[src/rtl/paddle_scan_ctrl.sv]
// Paddle scan controller: fires the shared one-shot trigger once per frame,
// then measures the PAD1/PAD2 pulse widths in prescaled ticks and latches them.
module paddle_scan_ctrl #(
  parameter int TRG_WIDTH = 8,
  parameter int PRESCALE  = 14,
  parameter int CNT_W     = 8,
  parameter int MAX_COUNT = 255
) (
  input  logic             clk,
  input  logic             reset_n,
  input  logic             start,
  input  logic             pad1_in,
  input  logic             pad2_in,
  output logic             pad_trg_n,
  output logic [CNT_W-1:0] pad1_pos,
  output logic [CNT_W-1:0] pad2_pos,
  output logic             pad1_timeout,
  output logic             pad2_timeout,
  output logic             pos_valid,
  output logic             busy
);

  localparam int TRG_W = (TRG_WIDTH > 1) ? $clog2(TRG_WIDTH) : 1;
  localparam int PRE_W = (PRESCALE > 1) ? $clog2(PRESCALE) : 1;
  localparam logic [TRG_W-1:0] TRG_LAST = TRG_W'(TRG_WIDTH - 1);
  localparam logic [PRE_W-1:0] PRE_LAST = PRE_W'(PRESCALE - 1);
  localparam logic [CNT_W-1:0] CNT_MAX  = CNT_W'(MAX_COUNT);

  typedef enum logic [1:0] {IDLE, TRIG, MEASURE, DONE} state_e;

  state_e           state_q, state_d;
  logic [TRG_W-1:0] trg_cnt_q, trg_cnt_d;
  logic [PRE_W-1:0] presc_q, presc_d;
  logic [CNT_W-1:0] tick_cnt_q, tick_cnt_d;
  logic [CNT_W-1:0] cnt1_q, cnt1_d, cnt2_q, cnt2_d;
  logic             done1_q, done1_d, done2_q, done2_d;
  logic             trg_n_q, trg_n_d;
  logic [CNT_W-1:0] pos1_q, pos1_d, pos2_q, pos2_d;
  logic             to1_q, to1_d, to2_q, to2_d;
  logic             valid_q, valid_d;
  logic             tick;

  // NOTE: every variable gets a default first so no path can leave one unassigned (no latches).
  always_comb begin
    state_d    = state_q;
    trg_cnt_d  = trg_cnt_q;
    presc_d    = presc_q;
    tick_cnt_d = tick_cnt_q;
    cnt1_d     = cnt1_q;
    cnt2_d     = cnt2_q;
    done1_d    = done1_q;
    done2_d    = done2_q;
    trg_n_d    = trg_n_q;
    pos1_d     = pos1_q;
    pos2_d     = pos2_q;
    to1_d      = to1_q;
    to2_d      = to2_q;
    valid_d    = 1'b0;
    tick       = 1'b0;

    unique case (state_q)
      IDLE: begin
        if (start) begin
          state_d    = TRIG;
          trg_n_d    = 1'b0;
          trg_cnt_d  = '0;
          tick_cnt_d = '0;
          cnt1_d     = '0;
          cnt2_d     = '0;
          done1_d    = 1'b0;
          done2_d    = 1'b0;
        end
      end
      TRIG: begin
        if (trg_cnt_q == TRG_LAST) begin
          state_d = MEASURE;
          trg_n_d = 1'b1;
          presc_d = '0;
        end else begin
          trg_cnt_d = trg_cnt_q + 1'b1;
        end
      end
      MEASURE: begin
        tick    = (presc_q == PRE_LAST);
        presc_d = tick ? '0 : presc_q + 1'b1;
        if (tick && tick_cnt_q != CNT_MAX) tick_cnt_d = tick_cnt_q + 1'b1;
        // A falling input wins over a coincident tick: the channel closes uncounted.
        if (!done1_q) begin
          if (!pad1_in)                         done1_d = 1'b1;
          else if (tick && cnt1_q != CNT_MAX)   cnt1_d  = cnt1_q + 1'b1;
        end
        if (!done2_q) begin
          if (!pad2_in)                         done2_d = 1'b1;
          else if (tick && cnt2_q != CNT_MAX)   cnt2_d  = cnt2_q + 1'b1;
        end
        if ((done1_d && done2_d) || tick_cnt_d == CNT_MAX) state_d = DONE;
      end
      DONE: begin
        pos1_d  = cnt1_q;
        pos2_d  = cnt2_q;
        to1_d   = !done1_q;
        to2_d   = !done2_q;
        valid_d = 1'b1;
        state_d = IDLE;
      end
      default: state_d = IDLE;
    endcase
  end

  // NOTE: sequential state uses non-blocking assignments so all flops update together.
  always_ff @(posedge clk or negedge reset_n) begin
    if (!reset_n) begin
      state_q    <= IDLE;
      trg_cnt_q  <= '0;
      presc_q    <= '0;
      tick_cnt_q <= '0;
      cnt1_q     <= '0;
      cnt2_q     <= '0;
      done1_q    <= 1'b0;
      done2_q    <= 1'b0;
      trg_n_q    <= 1'b1;
      pos1_q     <= '0;
      pos2_q     <= '0;
      to1_q      <= 1'b0;
      to2_q      <= 1'b0;
      valid_q    <= 1'b0;
    end else begin
      state_q    <= state_d;
      trg_cnt_q  <= trg_cnt_d;
      presc_q    <= presc_d;
      tick_cnt_q <= tick_cnt_d;
      cnt1_q     <= cnt1_d;
      cnt2_q     <= cnt2_d;
      done1_q    <= done1_d;
      done2_q    <= done2_d;
      trg_n_q    <= trg_n_d;
      pos1_q     <= pos1_d;
      pos2_q     <= pos2_d;
      to1_q      <= to1_d;
      to2_q      <= to2_d;
      valid_q    <= valid_d;
    end
  end

  assign pad_trg_n    = trg_n_q;
  assign pad1_pos     = pos1_q;
  assign pad2_pos     = pos2_q;
  assign pad1_timeout = to1_q;
  assign pad2_timeout = to2_q;
  assign pos_valid    = valid_q;
  assign busy         = (state_q != IDLE);

endmodule
[config.mk]
export PLATFORM = sky130hd
export DESIGN_NAME = paddle_scan_ctrl
export DESIGN_NICKNAME = d
export VERILOG_FILES = /design/src/rtl/paddle_scan_ctrl.sv
export SDC_FILE = /design/constraint.sdc
export NUM_CORES = 1
export LEC_CHECK = 0
export ABC_AREA = 1
export CAP_MARGIN = 20
export CORE_ASPECT_RATIO = 0.9
export CORE_MARGIN = 3
export CORE_UTILIZATION = 48
export DETAILED_ROUTE_END_ITERATION = 10
export PLACE_DENSITY = 0.68
export SKIP_LAST_GASP = 1
export SYNTH_ARGS = -nofsm -noshare
export SYNTH_HDL_FRONTEND = slang
export SYNTH_SLANG_ARGS = --single-unit
export TNS_END_PERCENT = 1
[constraint.sdc]
create_clock -name clk -period 5.9 [get_ports clk]
set_clock_uncertainty 0.2 [all_clocks]
set_input_delay 1.18 -clock clk [delete_from_list [all_inputs] [get_ports clk]]
set_output_delay 1.18 -clock clk [all_outputs]
set_load 0.005 [all_outputs]
==> key figures, run 1 <==
Hold path
  • Hold Path End: pad1_pos[4]$_DFFE_PN0P_
  • Critical hold path startpoint: pad1_pos[4]$_DFFE_PN0P_
  • Hold Path Depth: 2
  • Hold crit path type: reg -> reg

Status
  • Status: complete, no violations

Timing
  • Slew of the pin with the lowest slew margin: 0.7512 ns
  • Fin. Hold Viols: 0
  • Max-slew violations: 0
  • RSZ-0062 raised after global routing: no
  • Period minus WS final: 3.067 ns
  • Rel. slew slack: 49.87%
  • Final period util: between 50% and 60%
  • Setup tns final: 0 ns
  • Final Setup Violations: 0
  • Fmax: around 0.33 GHz

Cells and area
  • Fillers: 525
  • Register area: 1378 µm²
  • Final layout net count: approximately 380
  • Area occupied by multi-input gates: 1308 µm²
  • Layout Cells excl Fill: between 400 and 500
  • Antenna cells: 0
  • Layout cell share with drive strength beyond 1: 12.67%
  • Layout area overhead: 14.87%
  • Final core utilization: about 58%
  • Cell area after layout: roughly 3300 µm²

Placement
  • Placed cell areas: approximately 3200 µm²
  • Dpl cells: 425
  • Gpl congestion: 0.8762
  • Port bufs: 25
  • Post-DP HPWL: 4.078 mm

Global routing
  • Layer with the highest usage: met2
  • First-pass GRT wire length: 9.942 mm
  • Total Routing Usage GR: 17.90%
  • Vias in the first global route: 2157
  • Met1 GRT Util: 24.70%
  • Largest net degree at the start of global routing: 56
  • M3 GR Usage: 4.644%
  • GR Layer Usage met2: 28.24%
  • Grt total ovfl: 0
  • Antenna violations before repair: 0

Synthesis
  • Top cell type by total area after synthesis: dfrtp_1
  • YS warnings: 0
  • Post-synthesis register bit count: 55
  • Prevailing post-synth register cell: dfrtp_1
  • Sequential fraction of the synthesis area: 47.75%
  • Synth top area share: 46.83%
  • Synth cell types: 39
  • Top post-synthesis cells by area: dfrtp_1 (47%), nand2_1 (11%), ha_1 (5.2%)
  • Mapped Nets: 351
  • Cell area after synthesis: just under 3000 µm²
  • Post-synth top cells: nand2_1 (81), dfrtp_1 (54), inv_1 (37)
  • Syn avg cell area: 8.639 µm²
  • EDFF count, synth: 0
  • Syn Inst Count: 334
  • Top-count cell post-synth: nand2_1
  • Fraction of registers with async set/reset: 100.0%

Worst setup path
  • Crit Path Class: reg -> out
  • Worst reg2reg path depth: 10
  • Arr. time, crit path: 1.69 ns
  • R2R Setup Slk: 3.35 ns
  • Required time worst endpoint: about 4.5 ns
  • Setup crit end kind: output port
  • Crit start category: flop
  • Worst R2R End: cnt1_q[2]$_DFFE_PN0P_
  • RR Startpoint: state_q[0]$_DFFE_PN0P_
  • Critical-path maximum fanout: 4

Route
  • Drt total wl: 5.581 mm
  • Post-route ant nets: 0
  • Vias after detailed routing: 2175
  • DR iter-0 viols: 174
  • Avg WL per Cell: ~13 µm
  • Remaining DRCs: 0
  • DRT Pass-1 Iters: 4
  • Routed vias/inst: 5.023

Die
  • Die width: 87.73 µm
  • Core box area: 5758 µm²
  • Initial Util: 50.11%
  • DIE AREA: 6979 µm²
  • Num rows: 26
  • Chip height: 79.55 µm
  • IO Pins: 26

Clock tree
  • Clock latency on the worst-skew pair: 0.32 ns
  • Post-CTS sizing: 0
  • Post-CTS Setup Repair Bufs: 0
  • TritonCTS Buffers: 5
  • Clk sinks: 55
  • Clock root buffer: clkbuf_8
  • CTS Hold Bufs: 0
  • H-tree depth: 2
  • CTS tree: yes
  • Worst-case clock buffer depth: 2
  • CTS clk-pin slew, worst paths: 0.10 ns

Power and ir drop
  • Pwr/cell area: 366.8 nW/µm²
  • Pleak: about 1.6 nW
  • Max VDD drop: 0.2237 mV

Run
  • Max-Cap Viols: 0
worst max path at each step:
stage	cells past startpoint	startpoint	slack, ns	endpoint
floorplan	9	start	3.55	cnt2_q[4]$_DFFE_PN0P_
global route	4	state_q[0]$_DFFE_PN0P_	2.76	busy
detailed placement	9	start	2.90	cnt1_q[2]$_DFFE_PN0P_
CTS	4	state_q[0]$_DFFE_PN0P_	2.82	busy
finish	4	state_q[0]$_DFFE_PN0P_	2.83	busy
global placement	10	start	2.97	cnt1_q[3]$_DFFE_PN0P_
layer usage:
layer	share of wire, %	vias up
li1	-	1143
met1	50	988
met2	45	37
met3	3.5	7
met4	0.88	0
met5	0	-
sequential cells by signal (all words and copies together), names as in the netlist, 2 cells and up:
signal      cells
pad1_pos        8
state_q         2
presc_q         4
cnt2_q          8
pad2_pos        8
trg_cnt_q       3
cnt1_q          8
tick_cnt_q      8
cell usage in the layout, fill, tap and decap left out, types with 2 or more instances in the layout:
master,synthesis,routed
nand2_1,81,81
dfrtp_1,54,54
inv_1,37,37
clkdlybuf4s50_1,0,24
o21ai_0,23,23
nand3_1,21,21
nor2_1,18,18
ha_1,12,12
o22ai_1,8,8
xor2_1,8,8
nand2_2,8,8
inv_2,7,7
a21oi_1,5,5
nor3_1,5,5
nor2_2,5,5
clkbuf_8,0,5
nand2_4,4,4
nand3_2,3,3
o21ai_1,3,3
nand4_1,3,3
o41ai_1,3,3
clkinv_2,1,2
nor2_4,2,2
a32o_1,2,2
xnor2_1,2,2
o31ai_1,2,2
power breakdown:
| part | switching [W] | internal, W | total (W) |
|---|---|---|---|
| Combinational | 0.000285 | 0.000177 | 0.000462 |
| Clock | 0.000126 | 0.000127 | 0.000253 |
| Sequential | 0.0000487 | 0.000452 | 0.000500 |
worst max-delay path: stages (launching register included):
cell and delay [ns]:
dfrtp_1 0.41, inv_1 0.09, ha_1 0.21, inv_1 0.13
clkdlybuf4s50_1 0.52
final cells by class:
| type | count | area share [%] |
|---|---|---|
| multi-input cells | 228 | 39.45 |
| inverters | 46 | 5.323 |
| flip-flops and latches | 55 | 41.56 |
| clock buffers | 5 | 2.076 |
| repair buffers | 26 | 7.626 |
| well taps | 70 | 2.643 |
| clock inverters | 3 | 1.321 |
cell families after synthesis:
kind of cell / share of synthesized area [%]
adder cells (fa/ha/maj): 5.204
flip-flops: 47.75
AO/OA/AOI/OAI: 10.88
XOR/XNOR: 3.036
buffers and inverters: 6.938
AND/OR/NAND/NOR: 25.85
multiplexers: 0.3469
per-stage QoR:
| stage | worst slack [ns] | hold slack, ns | power (W) |
|---|---|---|---|
| floorplan | 3.550 | 0.2396 | 0.0008219 |
| global placement | 2.965 | 0.2567 | 0.0009609 |
| detailed placement | 2.903 | 0.2606 | 0.0009747 |
| CTS | 2.824 | 0.2839 | 0.001225 |
| global route | 2.758 | 0.3036 | 0.001315 |
| finish | 2.833 | 0.2772 | 0.001216 |
No activity file was read; power rests on OpenSTA's default activity.
==> run 2, diff against run 1 <==
--- a/config.mk
+++ b/config.mk
@@ -11,7 +11,7 @@
 export CORE_MARGIN = 3
 export CORE_UTILIZATION = 48
 export DETAILED_ROUTE_END_ITERATION = 10
-export PLACE_DENSITY = 0.68
+export PLACE_DENSITY = 0.71
 export SKIP_LAST_GASP = 1
 export SYNTH_ARGS = -nofsm -noshare
 export SYNTH_HDL_FRONTEND = slang
==> constraint.sdc (replaced) <==
create_clock -name clk -period 2.8 [get_ports clk]
set_clock_uncertainty 0.2 [all_clocks]
set_input_delay 0.56 -clock clk [delete_from_list [all_inputs] [get_ports clk]]
set_output_delay 0.56 -clock clk [all_outputs]
set_load 0.005 [all_outputs]
==> run 2 against run 1 <==
Core utilization is 0.22 points lower. Clock power is 72% higher. Critical path depth stayed put. Non-clock buffer count is 2 higher. Power is 100% higher. Combinational power is 110% higher. Register-to-register slack worse by 2.7 ns. Via count is 3.7% higher. Sequential power is 110% higher. Final area is 0.38% lower. Global-route usage is 0.12 points lower. Die area stayed put.
==> key figures, run 2 (same netlist as run 1, synthesis figures left out) <==
Cells and area
  • Fillers: 500
  • Most common cell after layout, fill and taps aside: nand2_1
  • Layout area overhead: 14.44%
  • Commonest cells after routing, fill and taps aside: nand2_1 (81), dfrtp_1 (54), inv_1 (37)
  • Layout cell share with drive strength beyond 1: ~13%
  • Final core utilization: between 50 and 60%
  • Register area: 1378 µm²
  • Final layout net count: 381
  • Antenna cells: 0
  • Area occupied by multi-input gates: 1308 µm²

Timing
  • Final period util: 87.41%
  • Period minus WS final: 2.448 ns
  • Fin. Hold Viols: 0
  • RSZ-0062 raised after global routing: no
  • Final Setup Violations: 0
  • Rel. slew slack: 49.53%
  • Setup tns final: 0 ns
  • Max-slew violations: 0
  • Slew of the pin with the lowest slew margin: roughly 0.76 ns
  • Fmax: 0.4086 GHz

Route
  • Top routing layer in use: met4
  • Met3 WL post-DR: 195 µm
  • DR iter-0 viols: 184
  • Post-route ant nets: 0
  • Avg WL per Cell: roughly 13 µm
  • DRT Pass-1 Iters: 4
  • Remaining DRCs: 0
  • Drt total wl: 5.528 mm
  • Routed vias/inst: about 5.2
  • Vias after detailed routing: approximately 2300
  • Met1 wire length: 2.837 mm
  • Met2 Wirelength: between 2 and 2.5 mm

Clock tree
  • Clock root buffer: clkbuf_8
  • CTS Hold Bufs: 0
  • TritonCTS Buffers: 5
  • CTS clk-pin slew, worst paths: 0.10 ns
  • H-tree depth: 2
  • Clock latency on the worst-skew pair: 0.31 ns
  • Post-CTS sizing: 0
  • Post-CTS Setup Repair Bufs: 0
  • Worst-case clock buffer depth: 2
  • Clk sinks: 55
  • CTS tree: yes

Global routing
  • Vias in the first global route: approximately 2100
  • Antenna violations before repair: 0
  • Total Routing Usage GR: between 10% and 20%
  • First-pass GRT wire length: 9.860 mm
  • Grt total ovfl: 0
  • Largest net degree at the start of global routing: 32

Worst setup path
  • Required time worst endpoint: 2.04 ns
  • Crit start category: flop
  • R2R Setup Slk: roughly 0.65 ns
  • Critical-path maximum fanout: 4
  • Setup crit end kind: output port
  • Crit Path Class: reg -> out
  • Arr. time, crit path: around 1.7 ns
  • Worst R2R End: cnt1_q[4]$_DFFE_PN0P_
  • Worst setup endpoint: busy
  • Worst Setup SP: state_q[0]$_DFFE_PN0P_
  • Worst reg2reg path depth: 12
  • RR Startpoint: state_q[0]$_DFFE_PN0P_

Placement
  • Gpl congestion: approximately 0.89
  • Post-DP HPWL: approximately 4.1 mm
  • Port bufs: 25

Die
  • Core box area: 5758 µm²
  • Chip height: 79.55 µm
  • Initial Util: about half
  • IO Pins: 26
  • DIE AREA: ~7000 µm²
  • Num rows: 26
  • Die width: 87.73 µm

Status
  • Status: complete, no violations

Power and ir drop
  • Pwr/cell area: 749.3 nW/µm²
  • Max VDD drop: 0.6100 mV
  • Pleak: about 1.5 nW

Run
  • Max-Cap Viols: 0

Hold path
  • Hold crit path type: in -> async
[run 2: changes by cell type in the layout (fill, tap and decap cells not counted), sizes merged]
cell,delta
clkinv,-1
clkbuf,+1
buf,+2
bufinv,-1
clkinvlp,+1
[run 2: metrics by stage]
step	instances	hold slack [ns]	worst slack (ns)	cell area [µm²]	power (W)
6_report	435	0.03933	0.3524	3302	0.002474
5_1_grt	435	0.07367	0.2589	3302	0.002687
4_1_cts	435	0.05807	0.3317	3302	0.002503
3_5_place_dp	427	0.2588	0.4329	3217	0.002060
3_3_place_gp	427	0.2553	0.4878	3217	0.002032
2_1_floorplan	334	0.06441	0.8811	2885	0.001732
[run 2: routing by layer]
layer / vias to the layer above / track usage (%)
li1: 1140 / -
met1: 1065 / 25.99
met3: 8 / 2.890
met4: 0 / 5.982
met5: - / 0
met2: 43 / 26.73
[run 2: cell type report]
cell class,instances,area share [%]
multi-input combinational,228,39.60
inverter,46,5.343
sequential,55,41.72
clock inverter,2,0.3789
clock buffer,6,2.198
tap,70,2.653
timing repair buffer,28,8.109
[run 2: worst min path at each step]
stage,start,end,depth (start not counted)
floorplan,reset_n,cnt1_q[0]$_DFFE_PN0P_,0
global placement,pad1_pos[3]$_DFFE_PN0P_,pad1_pos[3]$_DFFE_PN0P_,2
global route,reset_n,pad2_pos[2]$_DFFE_PN0P_,1
CTS,reset_n,pad2_pos[4]$_DFFE_PN0P_,1
detailed placement,pad1_pos[3]$_DFFE_PN0P_,pad1_pos[3]$_DFFE_PN0P_,2
finish,reset_n,pad2_pos[0]$_DFFE_PN0P_,1
[run 2: worst max-delay path: stages (launching register included)]
cell	delay (ns)
dfrtp_1	0.41
inv_1	0.09
ha_1	0.22
inv_1	0.13
clkdlybuf4s50_1	0.53
[run 2: report_power, final]
group	switching, W	internal [W]	total, W
combinational	0.000598	0.000383	0.000981
clock	0.000260	0.000176	0.000436
sequential	0.000106	0.000952	0.00106
total	0.000964	0.00151	0.00247
==> run 3, diff against run 2 <==
--- a/config.mk
+++ b/config.mk
@@ -11,6 +11,7 @@
 export CORE_MARGIN = 3
 export CORE_UTILIZATION = 48
 export DETAILED_ROUTE_END_ITERATION = 10
+export HOLD_SLACK_MARGIN = 0.03
 export PLACE_DENSITY = 0.71
 export SKIP_LAST_GASP = 1
 export SYNTH_ARGS = -nofsm -noshare
==> results of run 3 <==
No change in the layout: final DEF, timing and power equal those of run 2.
